## src/rtl/adh_dose_sched.sv

```systemverilog
// ADH dose scheduler: averages BP sample windows, maps the average to an ADH target,
// slews the delivered level toward it and waits for acknowledgement. ADH_BP_ALARM_EN adds the alarm.
module adh_dose_sched #(
  parameter int unsigned AVG_LOG2  = 2,
  parameter int unsigned RAMP_STEP = 5
) (
  input  logic                clk,
  input  logic                rst,
  input  logic                bp_valid,
  input  logic [8:0]          bp_data,
  output logic                bp_ready,
  output logic [8:0]          adh_target,
  output logic [8:0]          adh_level,
  output logic                dose_req,
  input  logic                dose_ack,
  output logic [AVG_LOG2-1:0] win_cnt,
  output logic                bp_alarm
);

  localparam int unsigned AccW = 9 + AVG_LOG2;
  localparam logic [8:0]  Step = 9'(RAMP_STEP);

  typedef enum logic [2:0] {StIdle, StAccum, StCompute, StRamp, StHold} state_e;

  state_e              r_state, w_state_next;
  logic [AccW-1:0]     r_acc;
  logic [AVG_LOG2-1:0] r_win_cnt;
  logic [8:0]          r_target, r_level;

  logic       w_xfer, w_win_done, w_avg_low;
  logic [8:0] w_avg, w_target_calc, w_diff, w_step;

  assign w_xfer     = (r_state == StAccum) && bp_valid;
  assign w_win_done = w_xfer && (r_win_cnt == {AVG_LOG2{1'b1}});
  assign w_avg      = 9'(r_acc >> AVG_LOG2);
  assign w_avg_low  = (w_avg <= 9'd20);

  // Linear segment only applies for avg in 21..45, so 4*avg fits in 9 bits.
  always_comb begin
    w_target_calc = 9'd0;
    if (w_avg_low) begin
      w_target_calc = 9'd100;
    end else if (w_avg <= 9'd45) begin
      w_target_calc = 9'd180 - {w_avg[6:0], 2'b00};
    end
  end

  assign w_diff = (r_level < r_target) ? (r_target - r_level) : (r_level - r_target);
  assign w_step = (w_diff > Step) ? Step : w_diff;

  always_ff @(posedge clk or posedge rst) begin
    if (rst) begin
      r_state <= StIdle;
    end else begin
      r_state <= w_state_next;
    end
  end

  always_comb begin
    w_state_next = r_state;
    unique case (r_state)
      StIdle:    w_state_next = StAccum;
      StAccum:   if (w_win_done) w_state_next = StCompute;
      StCompute: w_state_next = StRamp;
      StRamp:    if (r_level == r_target) w_state_next = StHold;
      StHold:    if (dose_ack) w_state_next = StIdle;
      default:   w_state_next = StIdle;
    endcase
  end

  always_ff @(posedge clk or posedge rst) begin
    if (rst) begin
      r_acc     <= '0;
      r_win_cnt <= '0;
      r_target  <= '0;
      r_level   <= '0;
    end else begin
      case (r_state)
        StIdle: begin
          r_acc     <= '0;
          r_win_cnt <= '0;
        end
        StAccum: begin
          if (w_xfer) begin
            r_acc     <= r_acc + AccW'(bp_data);
            r_win_cnt <= r_win_cnt + 1'b1;
          end
        end
        StCompute: r_target <= w_target_calc;
        StRamp: begin
          if (r_level < r_target) begin
            r_level <= r_level + w_step;
          end else if (r_level > r_target) begin
            r_level <= r_level - w_step;
          end
        end
        default: ;
      endcase
    end
  end

`ifdef ADH_BP_ALARM_EN
  logic r_low_prev, r_alarm;

  // Alarm latches on two consecutive low windows; only reset clears it.
  always_ff @(posedge clk or posedge rst) begin
    if (rst) begin
      r_low_prev <= 1'b0;
      r_alarm    <= 1'b0;
    end else if (r_state == StCompute) begin
      r_low_prev <= w_avg_low;
      if (w_avg_low && r_low_prev) r_alarm <= 1'b1;
    end
  end

  assign bp_alarm = r_alarm;
`else
  assign bp_alarm = 1'b0;
`endif

  assign bp_ready   = (r_state == StAccum);
  assign dose_req   = (r_state == StHold);
  assign adh_target = r_target;
  assign adh_level  = r_level;
  assign win_cnt    = r_win_cnt;

endmodule

```

## config.mk

```make
export PLATFORM = sky130hd
export DESIGN_NAME = adh_dose_sched
export DESIGN_NICKNAME = d
export VERILOG_FILES = /design/src/rtl/adh_dose_sched.sv
export SDC_FILE = /design/constraint.sdc
export NUM_CORES = 1
export LEC_CHECK = 0
export ABC_AREA = 1
export CAP_MARGIN = 20
export CORE_MARGIN = 10
export CORE_UTILIZATION = 30
export CTS_BUF_LIST = sky130_fd_sc_hd__clkbuf_16
export CTS_CLUSTER_SIZE = 40
export DETAILED_ROUTE_END_ITERATION = 10
export PLACE_DENSITY = 0.51
export SLEW_MARGIN = 20
export SYNTH_ARGS = -nofsm -noshare
export SYNTH_HDL_FRONTEND = slang
export SYNTH_SLANG_ARGS = --single-unit
export TNS_END_PERCENT = 1
```

## constraint.sdc

```tcl
create_clock -name clk -period 6.85 [get_ports clk]
set_input_delay 1.7125 -clock clk [delete_from_list [all_inputs] [get_ports clk]]
set_output_delay 1.7125 -clock clk [all_outputs]
set_load 0.02 [all_outputs]
```

* After elaboration in Yosys (flattened, before gate mapping)
Index checks and enable logic that the tools add are counted.
** Operators by class
- Shift operators :: 0
- Muxes and demuxes :: 14
- Multiply operators :: 0
- Eq/ne operators :: 10
- $lt $le $gt $ge :: 5
- Div/mod/pow operators :: 0
- Reduce and logical (&&, ||, !) cells :: 8
- Bitwise gates (word level) :: 0
- $add $sub $neg :: 7
** Operators by type and width (number)
- 9-bit two-way mux :: 6
- 9-bit subtractor :: 3
- 11-bit case mux with 2 select lines :: 1
- 3-bit case mux with 5 select lines :: 1
- 11-bit by 9-bit adder with 11-bit output :: 1
- 11-bit two-way mux :: 1
- 9-bit adder :: 1
- 9-bit == test :: 1
- 9-bit by 3-bit > comparator with 1-bit output (second input constant) :: 1
- 9-bit > comparator :: 1
- 9-bit by 5-bit <= comparator with 1-bit output (second input constant) :: 1
- 9-bit by 6-bit <= comparator with 1-bit output (second input constant) :: 1
- 9-bit less-than comparator :: 1
- 3-bit two-way mux :: 3
- 8-bit by 9-bit subtractor with 9-bit output (first input constant) :: 1
- 3-bit by 2-bit == test with 1-bit output (second input constant) :: 2
- 2-bit by 1-bit inequality test with 1-bit output (second input constant) :: 3
- 2-bit case mux with 2 select lines :: 1
- 2-bit AND reduction :: 2
- 2-bit nonzero test :: 2
- 3-bit by 1-bit == test with 1-bit output (second input constant) :: 1
- 3-bit == test (second input constant) :: 1
- 3-bit zero test :: 1
- 3-bit AND reduction :: 1
- other kinds (5) :: 6
** Word-level totals
- Bits in latches :: 0
- Memories kept :: 0
- RAM bits :: 0
- Output and inout port bits :: 23
- Memory bits (read-only) :: 0
- Input bits :: 13
- Word-level logic and storage cells :: 49
- Register bits after elaboration :: 34

* Depth between registers and ports, before layout
Gate-level depths: netlist (run 1).
- Depth in word-level cells :: 7
- Mapped depth :: 33

* Least setup slack after synthesis (run 1)
Ideal clock, no wire load.
- Path kind :: register to register
- Start point :: register r_level[2], in the netlist adh_level[2]
- End point :: register r_level[8], in the netlist adh_level[8]
- Arrival time :: 3.874 ns
- Required time :: 6.733 ns
- Stages on the path, launching flop included :: 32
- Library setup time :: 0.117 ns
- Setup slack :: 2.859 ns
- Clock period less this slack :: 3.991 ns
- Cells stage by stage :: dfrtp_1 -> inv_1 -> ha_1 -> fa_1 -> inv_1 -> nand2_1 -> nand2_1 -> inv_1 -> nor2_1 -> nand2_1 -> nand3_1 -> nand2_1 -> nor2_4 -> nand3_4 -> nor2_1 -> inv_1 -> ha_1 -> inv_1 -> o21ai_1 -> fa_1 -> o21ai_0 -> nand2_1 -> nand2_1 -> a21o_1 -> and2_1 -> nor2_1 -> nor2_1 -> nor2_1 -> nand3_1 -> nand3_1 -> nand2_1 -> nand2_1
** Between the ends
- Word-level cells in the longest chain between the ends :: 7
** Ends and longest elaborated chain
- from (decl) :: line 28 : logic [8:0] r_target, r_level;
- from (signal assigned) :: line 92 : r_level <= r_level + w_step;
- from (signal assigned) :: line 94 : r_level <= r_level - w_step;
- 9-bit subtractor or 9-bit less-than comparator (tied branches) :: line 48, 91
- 9-bit two-way mux :: line 48 : assign w_diff = (r_level < r_target) ? (r_target - r_level) : (r_level - r_target);
- 9-bit by 3-bit > comparator with 1-bit output :: line 49 : assign w_step = (w_diff > Step) ? Step : w_diff;
- 9-bit two-way mux :: line 49
- 9-bit subtractor :: line 94
- 9-bit two-way mux :: line 93 : end else if (r_level > r_target) begin
- 9-bit two-way mux :: line 91 : if (r_level < r_target) begin
Several ways; a longest one is shown, not always the timed one. The select of a mux whose other input is x is not followed.
A chain may end at the register's enable or synchronous reset.

* Worst setup path in the final report (run 1)
- Start point :: register r_level[6], in the netlist adh_level[6]
- End point :: register r_level[8], in the netlist adh_level[8]
Same word-level chain as after synthesis.

==> results.py, run 1 <==
metrics = {
    "run_status": {
        "status": "completed",
    },
    "placed_design": {
        "io_buffer_count": 32,
        "routabilityCongestion": 0.894,
        "dp.final_hpwl_um": 6590,
    },
    "routing": {
        "viasPerCell": 4.64,
        "vias": 2837,
        "finalWirelength_um": 8010,
        "drc": 0,
        "drtIter0Drc": 95,
        "drt_pre_antenna_iters": 4,
        "antenna_left": 0,
        "wl_per_cell_um": 13.1,
    },
    "min_path": {
        "hold_path_class": "reg2reg",
        "min_path_cells": 1,
    },
    "synthesis": {
        "synth_area_per_cell_um2": 7.06,
        "synthTopCellsByCount": "113 x nand2_1, 73 x inv_1, 34 x ha_1",
        "syn_inst": 439,
        "yosys.cell_count.top_type": "nand2_1",
        "syn-cell-area_um2": 3100,
        "synthArstFlopShare_pct": 100,
        "synth_cell_type_count": 46,
        "synth_top_area_share_pct": 25.8,
        "ys_ff_latch": 32,
        "synth-seq-area-share_pct": 25.8,
        "synth_edf_count": 0,
        "yosys.area.top_type": "dfrtp_1",
        "ys_top_cells_by_area": "dfrtp_1 26%, ha_1 14%, nand2_1 14%",
        "ys.flop_type": "dfrtp_1",
        "ys.warnings.count": 0,
    },
    "clock_network": {
        "cts.path.max_buffers": 2,
        "h-tree-depth": 2,
        "clock_sinks": 32,
        "clkLatencyLatePin_ns": 0.28,
        "cts_resized": 0,
        "numCtsBuffers": 5,
        "clk_pin_slew_worst_paths_ns": 0.06,
        "cts_hold_buf": 0,
        "cts_root_buf": "clkbuf_16",
        "cts_tree": "done",
        "cts_setup_buffers": 0,
    },
    "global_routing": {
        "antenna_found_initial": 0,
        "overflow": 0,
        "grt_start_max_net_pins": 33,
        "grt_pass1_vias": 2999,
        "grt_usage_pct": 11.7,
        "grt_pass1_wl_um": 14200,
    },
    "critical_path": {
        "arrival_ns": 4.71,
        "cp_slowest_cell": "a21oi_2",
        "cp_data_required_time_ns": 7.02,
        "endpoint_kind": "flop",
        "cpMostUsedCell": "nand2_1",
        "start_kind": "flop",
        "rr_worst_depth": 29,
        "critical_path_peak_fanout": 14,
        "timing.critical_path.max_delay_family": "simple AND/OR/NAND/NOR gates",
        "path_class": "reg2reg",
        "path_buf_inv": 2,
        "cp.depth": 29,
        "max_stage_delay_ns": 0.48,
    },
    "timing": {
        "setup_viol": 0,
        "finalCritPeriodShare_pct": 66.2,
        "hold_viol": 0,
        "setup_tns_ns": 0,
        "slew_viol_final": 0,
        "finClkSkew_ns": 0.00382,
        "rsz0062_at_grt": "false",
        "maxSlewHeadroom_pct": 50.0,
        "fin_crit_ns": 4.54,
        "clock.fmax_mhz": 220,
        "tightestPinTransition_ns": 0.742,
    },
    "floorplan": {
        "fp.dieH_um": 122,
        "start_util_pct": 30.4,
        "rows": 37,
        "die_w_um": 122,
        "dieArea_um2": 14800,
        "pin_count": 36,
        "core_area_um2": 10200,
    },
    "finish": {
        "insertedDiodeCount": 0,
        "syn_to_final_growth_pct": 19.7,
        "drive_gt1_share_pct": 7.79,
        "final_util_pct": 36.4,
        "n_fill_cell": 1121,
        "layout.nets": 524,
    },
    "run": {
        "drv_cap": 0,
    },
}
[placed cells by master, fill, tap and decap left out, types with 2 or more instances in the layout]
master	count
nand4_1	5
clkdlybuf4s50_1	32
inv_2	2
buf_4	2
clkbuf_16	5
a22o_1	4
conb_1	3
nand3_1	26
xnor2_1	4
nor2_4	4
nand2_2	10
a31oi_1	2
a21oi_2	2
o21ai_1	3
fa_1	3
o22ai_1	8
or2_2	2
xor2_1	9
nor2_1	32
o21bai_1	2
o21ai_0	19
a21boi_0	2
and2_1	2
o21ai_2	3
dfrtp_1	32
ha_1	34
inv_1	74
nand2_1	113
nand3b_1	2
a21oi_1	18
[area by class of cell]
| class | count | area (um2) | area share, % |
|---|---|---|---|
| Inverter | 75 | 282 | 7.58 |
| Timing Repair Buffer | 34 | 335 | 9.03 |
| Sequential cell | 32 | 801 | 21.6 |
| Multi-Input combinational cell | 326 | 1960 | 52.8 |
| Tap cell | 136 | 170 | 4.58 |
| Clock inverter | 3 | 38.8 | 1.04 |
| Clock buffer | 5 | 125 | 3.37 |
[final timing paths]
check	endpoint	startpoint	slack (ns)
max	adh_level[8]	adh_level[6]	2.31
min	r_acc[0]	r_acc[0]	0.52
max reg2reg	adh_level[8]	adh_level[6]	2.31
min reg2reg	r_acc[0]	r_acc[0]	0.52
max in group asynchronous	win_cnt[0]	rst	4.70
min in group asynchronous	r_state[1]	rst	1.84
[state kept, by name, summed over array words and instances, names as in the netlist]
| name | count |
|---|---|
| adh_level | 9 |
| adh_target | 7 |
| r_acc | 11 |
| r_state | 3 |
| win_cnt | 2 |
[per-layer routing]
metal  global-route usage (%)  share of wire, %  vias to the layer above
met1                     14.4                46                     1284
li1                         -                 -                     1483
met3                     2.73               5.2                       16
met4                     4.62               2.5                        0
met5                        0                 0                        -
met2                     19.4                46                       54
[cell families after synthesis]
kind of cell    share of synthesized area, %
simple gates                            29.4
xor+xnor                                3.67
buf+inv                                 11.2
flops                                   25.8
compound gates                          14.2
fa+ha+maj                               15.7
other cells                            0.121
[per-stage QoR]
step                area (um2)  hold WS (ns)  setup WS, ns  cells
floorplan                 3110         0.477          2.86    441
global placement          3550         0.496          2.37    603
detailed placement        3550         0.513          2.31    603
CTS                       3710         0.532          2.28    611
global route              3710         0.563          1.77    611
finish                    3710         0.521          2.31    611
Power of run 1 is not shown: default switching activity piles up to over one toggle a cycle in this logic, so the estimate is an artifact.
==> run 2: changes to the inputs <==
==> constraint.sdc (replaced) <==
create_clock -name clk -period 4.3 [get_ports clk]
set_input_delay 1.075 -clock clk [delete_from_list [all_inputs] [get_ports clk]]
set_output_delay 1.075 -clock clk [all_outputs]
set_load 0.02 [all_outputs]
==> run 2 against run 1 <==
Routed wire length is 5.6% higher. Via count is 2.3% higher. Core utilization grew 2.3 points. Critical path depth shrank 2. Sequential share of layout area fell by 1.3 points. Final cell count increased by 2.5%. Critical path type unchanged. Largest cell class unchanged. Highest routed layer unchanged.
==> results.py, run 2 (synthesized netlist as in run 1, its figures left out) <==
metrics = {
    "floorplan": {
        "pin_count": 36,
        "die_w_um": 122,
        "start_util_pct": 30.4,
        "core_area_um2": 10200,
        "dieArea_um2": 14800,
        "rows": 37,
        "fp.dieH_um": 122,
    },
    "timing": {
        "clock.fmax_mhz": 253,
        "maxSlewHeadroom_pct": 60.0,
        "finClkSkew_ns": 0.00996,
        "setup_viol": 0,
        "finalCritPeriodShare_pct": 92.0,
        "setup_tns_ns": 0,
        "rsz0062_at_grt": "false",
        "hold_viol": 0,
        "tightestPinTransition_ns": 0.598,
        "fin_crit_ns": 3.96,
        "slew_viol_final": 0,
    },
    "critical_path": {
        "timing.critical_path.max_delay_family": "simple AND/OR/NAND/NOR gates",
        "rr_worst_depth": 27,
        "cp_slowest_cell": "dfrtp_1",
        "start_kind": "flop",
        "r2r-end": "adh_level[8]",
        "cpMostUsedCell": "nand2_1",
        "regToRegSetupSlack_ns": 0.34,
        "arrival_ns": 4.13,
        "endpoint_kind": "flop",
        "max_stage_delay_ns": 0.43,
        "path_class": "reg2reg",
        "path_buf_inv": 1,
        "r2r_start": "adh_level[8]",
        "cp_data_required_time_ns": 4.47,
        "critical_path_peak_fanout": 14,
    },
    "run_status": {
        "status": "completed",
    },
    "global_routing": {
        "grt_busiest_layer": "met2",
        "overflow": 0,
        "grt_usage_pct": 11.4,
        "grt_pass1_wl_um": 13800,
        "antenna_found_initial": 0,
        "grt_pass1_vias": 2828,
        "grt_start_max_net_pins": 33,
        "met3_usage_pct": 2.31,
        "gr-usage-met2_pct": 19.7,
        "grt_use_met1_pct": 14.0,
    },
    "routing": {
        "drt_pre_antenna_iters": 5,
        "drc": 0,
        "wl_per_cell_um": 13.5,
        "vias": 2903,
        "drtIter0Drc": 179,
        "finalWirelength_um": 8450,
        "antenna_left": 0,
        "viasPerCell": 4.64,
    },
    "clock_network": {
        "clk_pin_slew_worst_paths_ns": 0.06,
        "h-tree-depth": 2,
        "numCtsBuffers": 5,
        "clock_sinks": 32,
        "clkLatencyLatePin_ns": 0.28,
        "cts_tree": "done",
        "cts_root_buf": "clkbuf_16",
        "cts.path.max_buffers": 2,
    },
    "min_path": {
        "hp-start": "r_acc[0]",
        "hold_path_class": "reg2reg",
        "whs_endpoint": "r_acc[0]",
        "min_path_cells": 1,
    },
    "finish": {
        "regMostFlops": "r_acc",
        "drive_gt1_share_pct": 15.5,
        "layout_commonest_cell": "nand2_1",
        "largest_reg_flops": 11,
        "syn_to_final_growth_pct": 27.2,
        "layout.nets": 540,
        "n_fill_cell": 1087,
        "insertedDiodeCount": 0,
        "mostFrequentLayoutCells": "108 x nand2_1, 72 x inv_1, 32 x dfrtp_1, 32 x clkdlybuf4s50_1",
        "postLayoutCellArea_um2": 3940,
    },
    "placed_design": {
        "io_buffer_count": 32,
        "dp.final_hpwl_um": 6720,
        "post_dp_cell_area_um2": 3620,
        "routabilityCongestion": 0.902,
    },
    "run": {
        "drv_cap": 0,
    },
}
run 2: changes by cell type in the layout (fill, tap and decap cells not counted), moves of 3 or more:
cell     before  now
nor2_1       32   28
nand2_2      10   15
nand3_2       1    4
nor2_2        1    4
ha_4          0    4
buf_4         2   18
nand3_1      26   23
ha_1         34   28
nand2_1     113  108
run 2: worst max path at each step:
stage	from	end	slack, ns	cells past startpoint
after floorplan	adh_level[2]	adh_level[8]	0.31	31
after global placement	adh_level[2]	adh_level[8]	0.009	31
after detailed placement	adh_level[2]	adh_level[8]	-0.06	31
after CTS	adh_target[2]	adh_level[8]	0.02	30
after global routing	adh_target[8]	adh_level[8]	0.004	31
final	adh_level[8]	adh_level[8]	0.34	27
run 2: cell type report:
cell class	instances	area (um2)	area share [%]
Clock buffer	5	125	3.17
Sequential cell	32	801	20.3
Clock inverter	2	12.5	0.317
Multi-Input combinational cell	326	2090	53.1
Inverter	75	284	7.20
Tap cell	136	170	4.32
Timing Repair Buffer	50	455	11.6
run 2: layer usage:
layer / share of wire (%) / vias up
li1: - / 1507
met1: 46 / 1344
met2: 49 / 46
met3: 3.8 / 6
met4: 1.5 / 0
met5: 0 / -
run 2: what timing repair did:
action                     4_1_cts  5_1_grt
pin swaps                        0        9
buffers inserted                 1        5
resized for setup                1       32
hold buffers                     0        0
setup endpoints to repair        1        1
run 2: per-stage QoR:
stage / worst slack, ns / utilization (%) / instances / hold slack (ns)
global route: 0.00397 / 38.7 / 626 / 0.556
detailed placement: -0.0593 / 35.6 / 613 / 0.503
floorplan: 0.309 / - / 441 / 0.477
finish: 0.344 / 38.7 / 626 / 0.521
CTS: 0.0225 / 37.0 / 621 / 0.521
global placement: 0.00857 / 35.6 / 613 / 0.496
run 2: worst register-to-register path: stages (launching register included):
cell     delay, ns
dfrtp_1       0.43
ha_2          0.41
nand2_2       0.10
nor2_4        0.16
nand2_2       0.12
nand2_8       0.13
nand2_1       0.09
o21ai_2       0.11
nor2_1        0.10
nor2_4        0.11
nand3_4       0.09
buf_4         0.15
nor2_4        0.13
nand3_2       0.14
nand2_1       0.09
ha_1          0.28
a21oi_2       0.16
o21ai_1       0.08
nand2_1       0.08
nand2_1       0.06
a21o_1        0.16
and2_1        0.15
nor2_2        0.14
nor2_2        0.06
o21ai_2       0.13
nand3_1       0.09
nand2_1       0.07
nand2_1       0.04
Power of run 2 is left out for the same reason.
==> patch 1, RTL diff (settings of run 1) <==
Add a define of `ADH_BP_ALARM_EN`.
--- a/src/rtl/adh_dose_sched.sv
+++ b/src/rtl/adh_dose_sched.sv
@@ -1,5 +1,7 @@
 // ADH dose scheduler: averages BP sample windows, maps the average to an ADH target,
 // slews the delivered level toward it and waits for acknowledgement. ADH_BP_ALARM_EN adds the alarm.
+`define ADH_BP_ALARM_EN
+
 module adh_dose_sched #(
   parameter int unsigned AVG_LOG2  = 2,
   parameter int unsigned RAMP_STEP = 5
Formal check against the unedited RTL: same outputs for any inputs over 4 cycles, from zero or initial values and one cycle with rst high; that may be too few to reach the edited logic, so the function may still have changed.
==> patch 1 against run 1 <==
Non-clock buffer count up 1; setup slack worse by 40 ps; via count down 0.67%; global-route usage down 0.44 points; design area up 2.9%; synthesized area up 4.2%; critical path depth up 2; sequential cell count up 2; first-iteration DRC count up 28%; clock skew down 1.2 ps; synthesized cell count up 2.7%; routed wire length up 1.2%; critical endpoint unchanged.
Power is not shown: default switching activity piles up to over one toggle a cycle in this logic, so the estimate is an artifact.
==> patch 1: results (changes against run 1) <==
cells_and_area:
  drive_gt1_share_pct: 8.83  # was 7.79%
  largest_reg_flops: 11  # unchanged
  instances_no_fill: 623  # was 611
  nFillCells: 1117  # was 1121
  regMostFlops: "r_acc"  # unchanged
  nets: 536  # was 524
critical_path:
  crit_slowest_cell: "ha_1"  # was a21oi_2
  critPathArrivalTime_ps: 4740  # was 4710 ps
  worst_path_largest_cell_delay_ps: 400  # was 480 ps
  crit_fanout: 13  # was 14
cts:
  clk_latency_ps: 280  # about the same
  clk_pin_slew_ps: 50
  cts_max_path_buffers: 2  # unchanged
  cts_resized: 0  # unchanged
run_status:
  status: "complete, no violations"  # unchanged
yosys:
  synthTopCellsByCount: "nand2_1, inv_1, dfrtp_1, ha_1, nor2_1"  # was nand2_1, inv_1, ha_1, dfrtp_1, nor2_1
  synthArstFlopShare_pct: 100  # unchanged
  ys_types: 46  # unchanged
  seq_area_frac_synth_pct: 26.3  # was 25.8%
  synthCells: 451  # was 439
  synthTopCellsByArea: "dfrtp_1, ha_1, nand2_1"  # unchanged
  yosys_most_used_dff: "dfrtp_1"  # unchanged
placement:
  postPlaceCellArea_um2: 3680  # was 3550 um2
  port_buffers: 33  # was 32
  dp_hpwl_um: 6620  # was 6590 um
  gp_congestion: 0.832  # was 0.894
route:
  first_pass_iters: 6  # was 4
  drt_iter0_drc: 122  # was 95
  via_count: 2818  # was 2837
  wirelength_um: 8100  # was 8010 um
global_route:
  grt_pass1_wl_um: 14100  # was 14200 um
  grt_pass1_vias: 2930  # was 2999
  track_usage_pct: 11.3  # was 11.7%
  antenna_found_initial: 0  # unchanged
  grt_max_degree: 35  # was 33
hold_path:
  hold_path.class: "flip-flop to flip-flop"  # unchanged
timing:
  skew_ps: 2.64  # was 3.82 ps
  relSlewSlack_pct: 60.0  # was 50.0%
  finalHoldViolCount: 0  # unchanged
[patch 1: cell types whose count changed after synthesis, sizes merged, moves of 3 or more]
cell   before  now
a22o        4    1
inv        75   78
nand2     124  129
nand3      28   32
[patch 1: final cells by class]
cell class / instances / area share (%)
Clock buffer: 5 / 3.28
Clock inverter: 3 / 0.328
Inverter: 78 / 7.66
Multi-Input combinational cell: 332 / 53.0
Sequential cell: 34 / 22.3
Tap cell: 136 / 4.45
Timing Repair Buffer: 35 / 9.04
[patch 1: logic make-up (layout without fill, tap and decap cells)]
kind of cell	count (synthesis)	in the layout	synth area share [%]
xor gates and xnor gates	14	14	3.80
AOI/OAI and AO/OA	71	71	13.7
DFF	34	34	26.3
adders and majority gates	37	37	15.0
and+or+nand+nor	208	208	29.9
buffers and inverters	86	121	11.1
other	1	2	0.116
[patch 1: final timing paths]
path / start / to / slack (ps) / cells past startpoint
min in group asynchronous: rst / adh_level[8] / 1840 / 3
worst min register to register: bp_alarm / bp_alarm / 490 / 1
worst max register to register: adh_target[6] / adh_level[8] / 2270 / 31
worst max-delay path: adh_target[6] / adh_level[8] / 2270 / 31
worst min-delay path: bp_alarm / bp_alarm / 490 / 1
max in group asynchronous: rst / r_acc[2] / 4660 / 3
[patch 1: layer usage]
layer / vias to the layer above / part of all wire (%) / global-route usage (%)
met5: - / 0 / 0
met4: 0 / 0.74 / 2.55
met3: 5 / 3.5 / 2.35
met2: 38 / 48 / 19.8
met1: 1261 / 48 / 13.7
li1: 1514 / - / -
[patch 1: metrics by stage]
stage	util, %	setup WS (ps)
6_report	36.7	2270
5_1_grt	36.7	1740
4_1_cts	36.7	2250
3_5_place_dp	35.4	2270
3_3_place_gp	35.4	2330
2_1_floorplan	-	2810
==> patch 2, RTL diff (settings of run 1) <==
Made on the original files. The 5 states of `state_e` get a one-hot encoding in 5 bits.
--- a/src/rtl/adh_dose_sched.sv
+++ b/src/rtl/adh_dose_sched.sv
@@ -20,7 +20,7 @@
   localparam int unsigned AccW = 9 + AVG_LOG2;
   localparam logic [8:0]  Step = 9'(RAMP_STEP);
 
-  typedef enum logic [2:0] {StIdle, StAccum, StCompute, StRamp, StHold} state_e;
+  typedef enum logic [4:0] {StIdle = 5'b00001, StAccum = 5'b00010, StCompute = 5'b00100, StRamp = 5'b01000, StHold = 5'b10000} state_e;
 
   state_e              r_state, w_state_next;
   logic [AccW-1:0]     r_acc;
Behaviour: same outputs for any inputs over 4 cycles, from zero or initial values and one cycle with rst high; so few cycles prove little.
==> patch 2 against run 1 <==
First-iteration DRC count is 27% higher; design area up 1.1%; routed wire length down 2.0%; sequential cell count increased by 2; critical path depth is the same; count of clock-buffer cells in the layout unchanged; sequential share of layout area up 1.1 points; setup slack got worse by 29 ps; synthesized area up 2.6%.
Power is left out: the tool's default activity adds up to more than one toggle a clock period on the data nets, which glitch-free logic cannot reach.
==> patch 2: results (changes against run 1) <==
run_status:
  status: "complete, no violations"  # unchanged
cells_and_area:
  nMultiInputCombCells: 329  # was 326
  nets: 539  # was 524
  signal_buffers: 33  # was 34
  inv_count: 85  # was 75
  clk_share_pct: 3.77  # was 4.42%
  drive_gt1_share_pct: 8.18  # was 7.79%
  regMostFlops: "r_acc"  # unchanged
  nFillCells: 1120  # was 1121
  buf_share_pct: 8.73  # was 9.03%
  multi_input_area_share_pct: 51.8  # was 52.8%
  n_antenna_cell: 0  # unchanged
  register_area_um2: 852  # was 801 um2
  fin_area_um2: 3750  # was 3710 um2
  largest_reg_flops: 11  # unchanged
critical_path:
  crit_fanout: 13  # was 14
  worst_path_largest_cell_delay_ps: 520  # was 480 ps
  reg2regPathDepth: 29  # unchanged
  worstSetupPathType: "flip-flop to flip-flop"  # unchanged
  reg2reg_slack_ps: 2290  # was 2310 ps
  crit_slowest_cell: "a21oi_2"  # unchanged
  startpoint: "adh_target[4]"  # was adh_level[6]
  cp_top_family: "simple AND/OR/NAND/NOR gates"  # unchanged
yosys:
  ys_types: 42  # was 46
  seq_area_frac_synth_pct: 26.8  # was 25.8%
  synth_fa_ha_area_share_pct: 15.7  # about the same
  synth_xor_area_share_pct: 3.03  # was 3.67%
  synthTopCellsByCount: "nand2_1, inv_1, ha_1, dfrtp_1, nor2_1"  # unchanged
  syn-cell-area_um2: 3180  # was 3100 um2
  synth_compound_area_share_pct: 12.1  # was 14.2%
  postSynthAreaPerCell_um2: 6.99  # was 7.06 um2
  synth_seq_cells: 34  # was 32
  synthTopCellsByArea: "dfrtp_1, nand2_1, ha_1"  # was dfrtp_1, ha_1, nand2_1
route:
  detail_route.wl_per_cell_um: 12.6  # was 13.1 um
  drt_iter0_drc: 121  # was 95
  routed_via_density: 4.59  # was 4.64
  wirelength_um: 7850  # was 8010 um
global_route:
  grt_pass1_vias: 2933  # was 2999
  grt_pass1_wl_um: 13600  # was 14200 um
  antenna_found_initial: 0  # unchanged
  grt_max_degree: 35  # was 33
  track_usage_pct: 10.9  # was 11.7%
placement:
  dp_cells: 617  # was 603
  dp_hpwl_um: 6390  # was 6590 um
  gp_congestion: 0.820  # was 0.894
  postPlaceCellArea_um2: 3610  # was 3550 um2
timing:
  worst_pin_slew_ps: 902  # was 742 ps
  skew_ps: 7.22  # was 3.82 ps
  fin_crit_ps: 4560  # was 4540 ps
cts:
  cts_max_path_buffers: 2  # unchanged
  numCtsBuffers: 5  # unchanged
  clk_pin_slew_ps: 60  # about the same
## patch 2: cell types whose count changed after synthesis, moves of 3 or more
cell,run 1,this run
nor4_1,0,4
nand2_2,10,15
xnor2_1,4,1
nand3_1,26,23
nor2_1,32,29
nand2_1,113,121
inv_1,73,81
## patch 2: worst min path at each step
stage	startpoint	endpoint	slack, ps	cells after the start
global placement	r_acc[0]	r_acc[0]	490	1
floorplan	r_acc[0]	r_acc[0]	470	1
detailed placement	r_acc[0]	r_acc[0]	490	1
finish	r_acc[0]	r_acc[0]	510	1
global route	r_acc[0]	r_acc[0]	530	1
CTS	r_acc[0]	r_acc[0]	510	1
## patch 2: worst register-to-register path: cells and delay by family, from the launching register on
family          cells  cell delay, ps
compound gates      6            1190
flops               1             380
buf+inv             4             270
xor+xnor            1             180
fa+ha+maj           3             910
simple gates       15            1550
## patch 2: routing by layer
metal	global-route usage [%]	up-vias	wire [um]
met4	2.55	0	79
met1	14.0	1299	3900
li1	-	1512	-
met5	0	-	0
met2	18.0	52	3530
met3	2.51	8	345
